File: config.mk
export PLATFORM = sky130hd
export DESIGN_NAME = mem_byte_seq
export DESIGN_NICKNAME = d
export VERILOG_FILES = /design/src/rtl/mem_byte_seq.sv
export SDC_FILE = /design/constraint.sdc
export NUM_CORES = 1
export LEC_CHECK = 0
export ABC_AREA = 1
export CORE_ASPECT_RATIO = 0.8
export CORE_MARGIN = 1.5
export CORE_UTILIZATION = 50
export DETAILED_ROUTE_END_ITERATION = 6
export GPL_ROUTABILITY_DRIVEN = 1
export PLACE_DENSITY = 0.86
export SYNTH_ARGS = -nofsm -noshare
export SYNTH_HDL_FRONTEND = slang
export SYNTH_SLANG_ARGS = --single-unit
File: constraint.sdc
create_clock -name CLK -period 5.1 [get_ports CLK]
set_input_delay 1.02 -clock CLK [delete_from_list [all_inputs] [get_ports CLK]]
set_output_delay 1.02 -clock CLK [all_outputs]
set_load 0.02 [all_outputs]
File: src/rtl/mem_byte_seq.sv
// Byte-serial load/store sequencer between a CPU request port and a 1536x8 RAM.
// Define MEMSEQ_CHECK_EN to reject misaligned and out-of-range requests.
module mem_byte_seq (
  input  logic        CLK,
  input  logic        RST_N,
  input  logic        req_valid,
  output logic        req_ready,
  input  logic        req_we,
  input  logic [10:0] req_addr,
  input  logic [1:0]  req_size,
  input  logic        req_unsigned,
  input  logic [31:0] req_wdata,
  output logic        rsp_valid,
  output logic [31:0] rsp_rdata,
  output logic        rsp_err,
  output logic        RAM_RE,
  output logic [10:0] RAM_RADDR,
  input  logic [7:0]  RAM_RDATA,
  output logic        RAM_WE,
  output logic [10:0] RAM_WADDR,
  output logic [7:0]  RAM_WDATA
);

  typedef enum logic [2:0] {
    IDLE    = 3'd0,
    RD_ADDR = 3'd1,
    RD_CAP  = 3'd2,
    WR      = 3'd3,
    RESP    = 3'd4
  } state_t;

  localparam logic [11:0] LP_LAST_ADDR = 12'd1535;

  function automatic logic [1:0] f_last_idx(input logic [1:0] size);
    case (size)
      2'b00:   return 2'd0;
      2'b01:   return 2'd1;
      default: return 2'd3;
    endcase
  endfunction

  function automatic logic [7:0] f_byte(input logic [31:0] d, input logic [1:0] idx);
    case (idx)
      2'd0:    return d[7:0];
      2'd1:    return d[15:8];
      2'd2:    return d[23:16];
      default: return d[31:24];
    endcase
  endfunction

  function automatic logic [31:0] f_extend(input logic [31:0] d, input logic [1:0] last,
                                           input logic uns);
    case (last)
      2'd0:    return uns ? {24'd0, d[7:0]} : {{24{d[7]}}, d[7:0]};
      2'd1:    return uns ? {16'd0, d[15:0]} : {{16{d[15]}}, d[15:0]};
      default: return d;
    endcase
  endfunction

  state_t      r_state, w_state_nxt;
  logic        r_we, w_we_nxt;
  logic [10:0] r_addr, w_addr_nxt;
  logic [1:0]  r_last, w_last_nxt;
  logic [1:0]  r_idx, w_idx_nxt;
  logic        r_uns, w_uns_nxt;
  logic [31:0] r_wdata, w_wdata_nxt;
  logic [31:0] r_data, w_data_nxt;
  logic        r_err, w_err_nxt;

  logic        r_ram_re, w_ram_re_nxt;
  logic [10:0] r_raddr, w_raddr_nxt;
  logic        r_ram_we, w_ram_we_nxt;
  logic [10:0] r_waddr, w_waddr_nxt;
  logic [7:0]  r_ram_wdata, w_ram_wdata_nxt;
  logic        r_rsp_valid, w_rsp_valid_nxt;
  logic [31:0] r_rsp_rdata, w_rsp_rdata_nxt;
  logic        r_rsp_err, w_rsp_err_nxt;

  logic [1:0]  w_acc_last;
  logic [10:0] w_acc_addr;
  logic        w_acc_err;

  // Decode the incoming request: byte count, effective address and rejection.
  always_comb begin
    w_acc_last = f_last_idx(req_size);
`ifdef MEMSEQ_CHECK_EN
    w_acc_addr = req_addr;
    w_acc_err  = ((w_acc_last == 2'd1) && req_addr[0]) ||
                 ((w_acc_last == 2'd3) && (req_addr[1:0] != 2'b00)) ||
                 (({1'b0, req_addr} + {10'd0, w_acc_last}) > LP_LAST_ADDR);
`else
    case (w_acc_last)
      2'd1:    w_acc_addr = {req_addr[10:1], 1'b0};
      2'd3:    w_acc_addr = {req_addr[10:2], 2'b00};
      default: w_acc_addr = req_addr;
    endcase
    w_acc_err = 1'b0;
`endif
  end

  // Next-state and next-value logic for the sequencer and its registered outputs.
  always_comb begin
    w_state_nxt = r_state;
    w_we_nxt    = r_we;
    w_addr_nxt  = r_addr;
    w_last_nxt  = r_last;
    w_idx_nxt   = r_idx;
    w_uns_nxt   = r_uns;
    w_wdata_nxt = r_wdata;
    w_data_nxt  = r_data;
    w_err_nxt   = r_err;

    case (r_state)
      IDLE: begin
        if (req_valid) begin
          w_we_nxt    = req_we;
          w_addr_nxt  = w_acc_addr;
          w_last_nxt  = w_acc_last;
          w_idx_nxt   = 2'd0;
          w_uns_nxt   = req_unsigned;
          w_wdata_nxt = req_wdata;
          w_data_nxt  = 32'd0;
          w_err_nxt   = w_acc_err;
          if (w_acc_err) begin
            w_state_nxt = RESP;
          end else if (req_we) begin
            w_state_nxt = WR;
          end else begin
            w_state_nxt = RD_ADDR;
          end
        end else begin
          w_state_nxt = IDLE;
        end
      end
      RD_ADDR: w_state_nxt = RD_CAP;
      RD_CAP: begin
        case (r_idx)
          2'd0:    w_data_nxt[7:0]   = RAM_RDATA;
          2'd1:    w_data_nxt[15:8]  = RAM_RDATA;
          2'd2:    w_data_nxt[23:16] = RAM_RDATA;
          default: w_data_nxt[31:24] = RAM_RDATA;
        endcase
        if (r_idx == r_last) begin
          w_state_nxt = RESP;
        end else begin
          w_idx_nxt   = r_idx + 2'd1;
          w_state_nxt = RD_ADDR;
        end
      end
      WR: begin
        if (r_idx == r_last) begin
          w_state_nxt = RESP;
        end else begin
          w_idx_nxt   = r_idx + 2'd1;
          w_state_nxt = WR;
        end
      end
      RESP:    w_state_nxt = IDLE;
      default: w_state_nxt = IDLE;
    endcase

    // Outputs are computed from next-state values so they can be registered
    // without adding a cycle of latency.
    w_ram_re_nxt = (w_state_nxt == RD_ADDR) || (w_state_nxt == RD_CAP);
    w_ram_we_nxt = (w_state_nxt == WR);
    if (w_ram_re_nxt) begin
      w_raddr_nxt = w_addr_nxt + {9'd0, w_idx_nxt};
    end else begin
      w_raddr_nxt = r_raddr;
    end
    if (w_ram_we_nxt) begin
      w_waddr_nxt     = w_addr_nxt + {9'd0, w_idx_nxt};
      w_ram_wdata_nxt = f_byte(w_wdata_nxt, w_idx_nxt);
    end else begin
      w_waddr_nxt     = r_waddr;
      w_ram_wdata_nxt = r_ram_wdata;
    end
    w_rsp_valid_nxt = (w_state_nxt == RESP);
    if (w_state_nxt == RESP) begin
      w_rsp_rdata_nxt = (w_we_nxt || w_err_nxt) ? 32'd0
                        : f_extend(w_data_nxt, w_last_nxt, w_uns_nxt);
      w_rsp_err_nxt   = w_err_nxt;
    end else begin
      w_rsp_rdata_nxt = r_rsp_rdata;
      w_rsp_err_nxt   = r_rsp_err;
    end
  end

  // State, latched request and registered outputs.
  always_ff @(posedge CLK or negedge RST_N) begin
    if (!RST_N) begin
      r_state     <= IDLE;
      r_we        <= 1'b0;
      r_addr      <= 11'd0;
      r_last      <= 2'd0;
      r_idx       <= 2'd0;
      r_uns       <= 1'b0;
      r_wdata     <= 32'd0;
      r_data      <= 32'd0;
      r_err       <= 1'b0;
      r_ram_re    <= 1'b0;
      r_raddr     <= 11'd0;
      r_ram_we    <= 1'b0;
      r_waddr     <= 11'd0;
      r_ram_wdata <= 8'd0;
      r_rsp_valid <= 1'b0;
      r_rsp_rdata <= 32'd0;
      r_rsp_err   <= 1'b0;
    end else begin
      r_state     <= w_state_nxt;
      r_we        <= w_we_nxt;
      r_addr      <= w_addr_nxt;
      r_last      <= w_last_nxt;
      r_idx       <= w_idx_nxt;
      r_uns       <= w_uns_nxt;
      r_wdata     <= w_wdata_nxt;
      r_data      <= w_data_nxt;
      r_err       <= w_err_nxt;
      r_ram_re    <= w_ram_re_nxt;
      r_raddr     <= w_raddr_nxt;
      r_ram_we    <= w_ram_we_nxt;
      r_waddr     <= w_waddr_nxt;
      r_ram_wdata <= w_ram_wdata_nxt;
      r_rsp_valid <= w_rsp_valid_nxt;
      r_rsp_rdata <= w_rsp_rdata_nxt;
      r_rsp_err   <= w_rsp_err_nxt;
    end
  end

  // Ready must drop the moment reset asserts, hence the direct RST_N term.
  assign req_ready = (r_state == IDLE) && RST_N;
  assign rsp_valid = r_rsp_valid;
  assign rsp_rdata = r_rsp_rdata;
  assign rsp_err   = r_rsp_err;
  assign RAM_RE    = r_ram_re;
  assign RAM_RADDR = r_raddr;
  assign RAM_WE    = r_ram_we;
  assign RAM_WADDR = r_waddr;
  assign RAM_WDATA = r_ram_wdata;

endmodule

==> flow_summary.ini, run 1 <==
[status]
outcome = completed

[finish]
nFillCells = 984
multi_input_area_mm2 = 0.002456
syn_to_final_growth_pct = 29.61
nets = 950
seqCellArea_mm2 = 0.003779
drive_above_1_share = 0.07906
stdcell_count = 1073
fin_area_mm2 = 0.008637
antenna_cells = 0

[hold_path]
hp-class = flip-flop to flip-flop
hp-start = r_wdata[2]$_DFF_PN0_
hold_depth = 2

[setup_path]
startpoint = req_valid
cpPeakStageDelay_ns = 0.59
cp_max_fo = 27
cp_slowest_cell = clkdlybuf4s50_1
required_ns = 5.38
worstSetupPathType = primary input to flip-flop
crit_buf_inv = 5
cp_top_family = simple AND/OR/NAND/NOR gates
path_depth = 16
worstSetupStartpointType = primary input
cp-end-kind = flip-flop
cp_cell_sequence = clkdlybuf4s50_1 > nand2_4 > nor2_8 > inv_2 > nand3_1 > nand2_2 > inv_1 > nand2_1 > nand2_1 > inv_1 > ha_1 > inv_1 > nand2_1 > nand2_1 > xor2_1 > o21ai_1
worstPathArrival_ns = 3.81
r2r_start = r_state[0]$_DFF_PN0_
r2r_cells = 16
cp_common_cell = nand2_1

[timing]
finalHoldViolCount = 0
final.min_clock_period_ns = 3.526
relSlewSlack = 0.2916
finalMaxSlewViolations = 0
fmax_mhz = 283.6
rsz0062_at_grt = false
worstMarginPinSlew_ns = 1.061
setup_viol_count_final = 0
clock_skew_ns = 0.009212
setup_tns_ns = 0
period_share = 0.6914

[clocking]
cts_resized = 0
cts_tree = yes
insertion_delay_ns = 0.42
clock_sinks = 151
postCtsHoldBufs = 0
clkTransAtPathRegs_ns = 0.06
post_cts_buffers = 0
cts-root-buf = clkbuf_16
cts-htree-levels = 4
clk_path_buf_depth = 2
numCtsBuffers = 17

[power_and_ir_drop]
leakage_nw = 4.140
cellPowerDensity_mw_per_mm2 = 707.3
ir_worst_vdd_uv = 309.9

[routing]
routedWlPerCell_um = 15.22
wl_met2_um = 7333
m1WireLength_um = 7590
drt-pass1-iter-count = 5
routed_wirelength_um = 16330
drt-vias-per-instance = 5.277
top_layer_used = met4
drc = 0
drt-initial-drc-count = 555
wl_met3_um = 1223
vias = 5662
postRouteAntennaNets = 0

[floorplanning]
start_util = 0.5159
pin_count = 125
fp.dieW_um = 132.1
core_area_mm2 = 0.01292
rows = 37
die_height_um = 106.3
dieArea_mm2 = 0.01403

[synth]
syn_area_per_cell_um2 = 8.700
syn-num-nets = 830
synth-seq-cells = 151
seq_area_frac_synth = 0.5670
synth_area_mm2 = 0.006664
post_synth_num_cell_types = 35
synth_warnings = 0
synth-edff-count = 0
synthCells = 766
ys.flop_type = dfrtp_1
async_reset_ff_frac = 1.000

[global_routing]
grt_max_degree = 79
antenna_found_initial = 0
grt_pass1_vias = 5371
grtUsageTotal = 0.2422
gr-total-overflow = 0
grt_pass1_wl_um = 26710

[job]
max_cap_violations = 0

[placement]
place_inst = 1042
io_buffers = 124
post-dp-hpwl_um = 11120
dpl_cell_area_mm2 = 0.008023
gp_congestion = 0.8510
-- worst reg2reg max path, cell delays in order (launching register included) --
cell and delay (ns):
dfrtp_1 0.43, nor2_4 0.24, nand2_4 0.17, nor2_8 0.27
inv_2 0.25, nand3_1 0.17, nand2_2 0.11, inv_1 0.10
nand2_1 0.09, nand2_1 0.07, inv_1 0.04, ha_1 0.19
inv_1 0.06, nand2_1 0.19, nand2_1 0.14, xor2_1 0.24
o21ai_1 0.10
-- kinds of logic after synthesis --
family / Yosys count / share of synthesized area
AO/OA/AOI/OAI: 146 / 0.1273
XOR/XNOR: 3 / 0.003944
adder cells (fa/ha/maj): 6 / 0.01127
buffers and inverters: 105 / 0.06440
flip-flops: 151 / 0.5670
multiplexers: 2 / 0.003004
AND/OR/NAND/NOR: 353 / 0.2231
-- synth_stat cells (3+ instances only) --
master,instances,area (um^2)
a31oi_1,3,18.77
o22ai_1,3,18.77
o21ai_0,57,285.3
o21ai_2,6,52.55
clkbuf_1,11,41.29
inv_2,8,30.03
nand2_2,7,43.79
ha_1,6,75.07
nor2_2,3,18.77
o21ai_1,30,150.1
nand2_1,252,945.9
dfrtp_1,151,3779
buf_4,3,22.52
buf_2,13,65.06
or2_2,4,25.02
o211ai_1,6,45.04
o22a_1,6,52.55
nand4_1,6,37.54
a21oi_1,22,110.1
and2_1,6,37.54
a22o_1,9,78.83
nand3_1,41,205.2
xor2_1,3,26.28
inv_1,68,255.2
nor2_1,29,108.9
-- placed cells by master (no fill, tap or decap), types with 2 or more instances in the layout --
cell type        synthesis  routed
nand2_1                252     252
dfrtp_1                151     151
clkdlybuf4s50_1          0     123
inv_1                   68      68
o21ai_0                 57      57
nand3_1                 41      41
o21ai_1                 30      30
nor2_1                  29      29
a21oi_1                 22      22
clkbuf_16                0      17
a22o_1                   9       9
inv_2                    8       8
nand2_2                  7       7
and2_1                   6       6
o21ai_2                  6       6
nand4_1                  6       6
o22a_1                   6       6
o211ai_1                 6       6
ha_1                     6       6
buf_4                    3       5
or2_2                    4       4
nor2_2                   3       3
a31oi_1                  3       3
o22ai_1                  3       3
xor2_1                   3       3
clkbuf_8                 0       3
bufinv_16                0       3
clkinvlp_4               0       3
nor2_4                   2       2
mux2i_1                  2       2
o21bai_1                 2       2
inv_6                    0       2
-- final timing paths --
| check | end | slack [ns] |
|---|---|---|
| max | RAM_RADDR[4]$_DFFE_PN0P_ | 1.57 |
| min | r_wdata[2]$_DFF_PN0_ | 0.47 |
| max reg2reg | RAM_RADDR[4]$_DFFE_PN0P_ | 2.10 |
| min reg2reg | r_wdata[2]$_DFF_PN0_ | 0.47 |
| max in group asynchronous | RAM_WDATA[0]$_DFFE_PN0P_ | 2.78 |
| min in group asynchronous | r_data[15]$_DFF_PN0_ | 0.85 |
-- per-stage QoR --
| stage | utilization | setup slack (ns) | total power, W | hold WS [ns] |
|---|---|---|---|---|
| after global routing | 0.6687 | 1.318 | 0.006532 | 0.4879 |
| final | 0.6687 | 1.574 | 0.006109 | 0.4707 |
| after global placement | 0.6211 | 1.379 | 0.004685 | 0.4504 |
| after floorplan | - | 2.399 | 0.003806 | 0.4384 |
| after CTS | 0.6687 | 1.601 | 0.006115 | 0.4692 |
| after detailed placement | 0.6211 | 1.209 | 0.004785 | 0.4573 |
-- where the power goes --
part	switching [W]	internal (W)
Combinational	0.00182	0.00103
Sequential	0.000238	0.00172
Clock	0.000485	0.000809
-- cell type report --
cell class | instances | area share
clock inverters | 10 | 0.01666
clock buffers | 21 | 0.05447
multi-input cells | 510 | 0.2844
well taps | 175 | 0.02535
inverters | 77 | 0.03346
flip-flops and latches | 151 | 0.4375
repair buffers | 129 | 0.1482
-- registers in the layout, indices dropped and copies added, names as in the netlist --
register / flops
r_idx: 2
rsp_valid: 1
rsp_rdata: 32
r_state: 3
RAM_WDATA: 8
rsp_err: 1
r_we: 1
r_uns: 1
r_err: 1
RAM_WE: 1
r_wdata: 32
r_last: 2
r_addr: 11
RAM_RADDR: 11
r_data: 32
RAM_WADDR: 11
RAM_RE: 1
-- layer usage --
layer  up-vias  global-route usage
met5         -                   0
met4         0             0.06429
met3        19             0.06104
met2       221              0.3710
met1      2717              0.3459
li1       2705                   -
(Power assumes the default switching activity.)
==> inputs of run 2 (changes only) <==
--- a/config.mk
+++ b/config.mk
@@ -8,10 +8,10 @@
 export ABC_AREA = 1
 export CORE_ASPECT_RATIO = 0.8
 export CORE_MARGIN = 1.5
-export CORE_UTILIZATION = 50
+export CORE_UTILIZATION = 47
 export DETAILED_ROUTE_END_ITERATION = 6
 export GPL_ROUTABILITY_DRIVEN = 1
-export PLACE_DENSITY = 0.86
+export PLACE_DENSITY = 0.85
 export SYNTH_ARGS = -nofsm -noshare
 export SYNTH_HDL_FRONTEND = slang
 export SYNTH_SLANG_ARGS = --single-unit
==> constraint.sdc (replaced) <==
create_clock -name CLK -period 3.15 [get_ports CLK]
set_input_delay 0.63 -clock CLK [delete_from_list [all_inputs] [get_ports CLK]]
set_output_delay 0.63 -clock CLK [all_outputs]
set_load 0.02 [all_outputs]
==> flow_summary.ini, run 2 (synthesis gave the netlist of run 1 again) <==
[finish]
drive_above_1_share = 0.08600
stdcell_count = 1087
nets = 958
nFillCells = 1111
layout_commonest_cell = nand2_1
fin_area_mm2 = 0.008738
syn_to_final_growth_pct = 31.13
layout_common_cells = nand2_1 (252), dfrtp_1 (151), clkdlybuf4s50_1 (123)
antenna_cells = 0

[global_routing]
gr-total-overflow = 0
grt_pass1_wl_um = 27370
grt_max_degree = 152
grt_pass1_vias = 5509
grtUsageTotal = 0.2396
antenna_found_initial = 0

[clocking]
cts_resized = 0
clkTransAtPathRegs_ns = 0.07
cts-root-buf = clkbuf_16
cts-htree-levels = 4
numCtsBuffers = 17
cts_tree = yes
postCtsHoldBufs = 0
post_cts_buffers = 0
insertion_delay_ns = 0.43
clk_path_buf_depth = 2
clock_sinks = 151

[setup_path]
worstSetupStartpointType = flip-flop
rrSetupSlack_ns = 0.64
worstPathArrival_ns = 2.03
startpoint = r_state[0]$_DFF_PN0_
worstSetupPathType = flip-flop to primary output
r2r_start = r_state[0]$_DFF_PN0_
cp_max_fo = 7
required_ns = 2.52
cp-end-kind = primary output

[routing]
postRouteAntennaNets = 0
routed_wirelength_um = 16680
drt-vias-per-instance = 5.170
drc = 0
drt-initial-drc-count = 445
drt-pass1-iter-count = 7
vias = 5620
routedWlPerCell_um = 15.34

[timing]
finalHoldViolCount = 0
clock_skew_ns = 0.01115
setup_viol_count_final = 0
finalMaxSlewViolations = 0
fmax_mhz = 375.3
rsz0062_at_grt = false
period_share = 0.8460
setup_tns_ns = 0
final.min_clock_period_ns = 2.665
relSlewSlack = 0.2943
hold_ws_ns = 0.3403
worstMarginPinSlew_ns = 1.057

[power_and_ir_drop]
p_comb_frac = 0.467
cellPowerDensity_mw_per_mm2 = 1159
p_clk_frac = 0.218
leakage_nw = 4.192
power_frac_seq = 0.314
swShare = 0.4100
netSwitchingPower_w = 0.004153
p_int_w = 0.005975
ir_worst_vdd_uv = 582.6
power.total_w = 0.01013

[placement]
place_inst = 1055
dpl_cell_area_mm2 = 0.008102
gp_congestion = 0.8789
io_buffers = 124
post-dp-hpwl_um = 11390

[floorplanning]
dieArea_mm2 = 0.01491
pin_count = 125
die_height_um = 109.5
start_util = 0.4867
core_area_mm2 = 0.01369
rows = 38
fp.dieW_um = 136.1

[status]
outcome = completed

[hold_path]
hp-class = primary input to async pin

[job]
max_cap_violations = 0
## run 2: cell count changes in the layout (fill, tap and decap cells not counted)
cell | previous run | this run
bufinv_16 | 3 | 5
buf_4 | 5 | 12
clkinv_2 | 1 | 2
buf_12 | 0 | 1
clkbuf_1 | 1 | 3
clkbuf_8 | 3 | 0
inv_6 | 2 | 1
## run 2: metal layers
metal	GRT usage	wire length (um)	vias to the layer above
met4	0.07523	192	0
met5	0	0	-
li1	-	-	2724
met3	0.05625	1223	19
met2	0.3586	7288	212
met1	0.3471	7974	2665
## run 2: worst paths after layout
| check | cells past startpoint | to |
|---|---|---|
| setup / recovery | 4 | req_ready |
| hold / removal | 2 | r_wdata[25]$_DFF_PN0_ |
| setup reg to reg | 10 | rsp_rdata[17]$_DFFE_PN0P_ |
| hold reg to reg | 2 | r_wdata[16]$_DFF_PN0_ |
| max in group asynchronous | 2 | r_data[21]$_DFF_PN0_ |
| min in group CLK | 2 | r_wdata[16]$_DFF_PN0_ |
## run 2: critical path: stages, from the launching register on
cell	delay [ns]
dfrtp_1	0.43
nor2_4	0.25
nand2_1	0.13
nor2_1	0.18
clkdlybuf4s50_1	0.63
## run 2: power groups by stage
stage / Sequential [W] / Combinational [W] / Clock (W)
4_1_cts: 0.00318 / 0.00474 / 0.00223
3_3_place_gp: 0.00317 / 0.00458 / 0
6_report: 0.00318 / 0.00473 / 0.00221
5_1_grt: 0.00326 / 0.00528 / 0.00232
3_5_place_dp: 0.00320 / 0.00469 / 0
2_1_floorplan: 0.00354 / 0.00262 / 0
## run 2: layout make-up
class | count | area [um^2] | area share
sequential | 151 | 3779 | 0.4324
clock inverter | 12 | 200.2 | 0.02291
clock buffer | 20 | 436.7 | 0.04997
tap | 180 | 225.2 | 0.02577
timing repair buffer | 137 | 1353 | 0.1548
inverter | 77 | 289.0 | 0.03308
multi-input combinational | 510 | 2456 | 0.2811
## run 2: stage by stage
step,utilization,worst slack (ns)
6_report,0.6382,0.4851
5_1_grt,0.6382,0.3296
4_1_cts,0.6382,0.4648
3_5_place_dp,0.5916,0.1332
3_3_place_gp,0.5916,0.2554
2_1_floorplan,-,0.8392
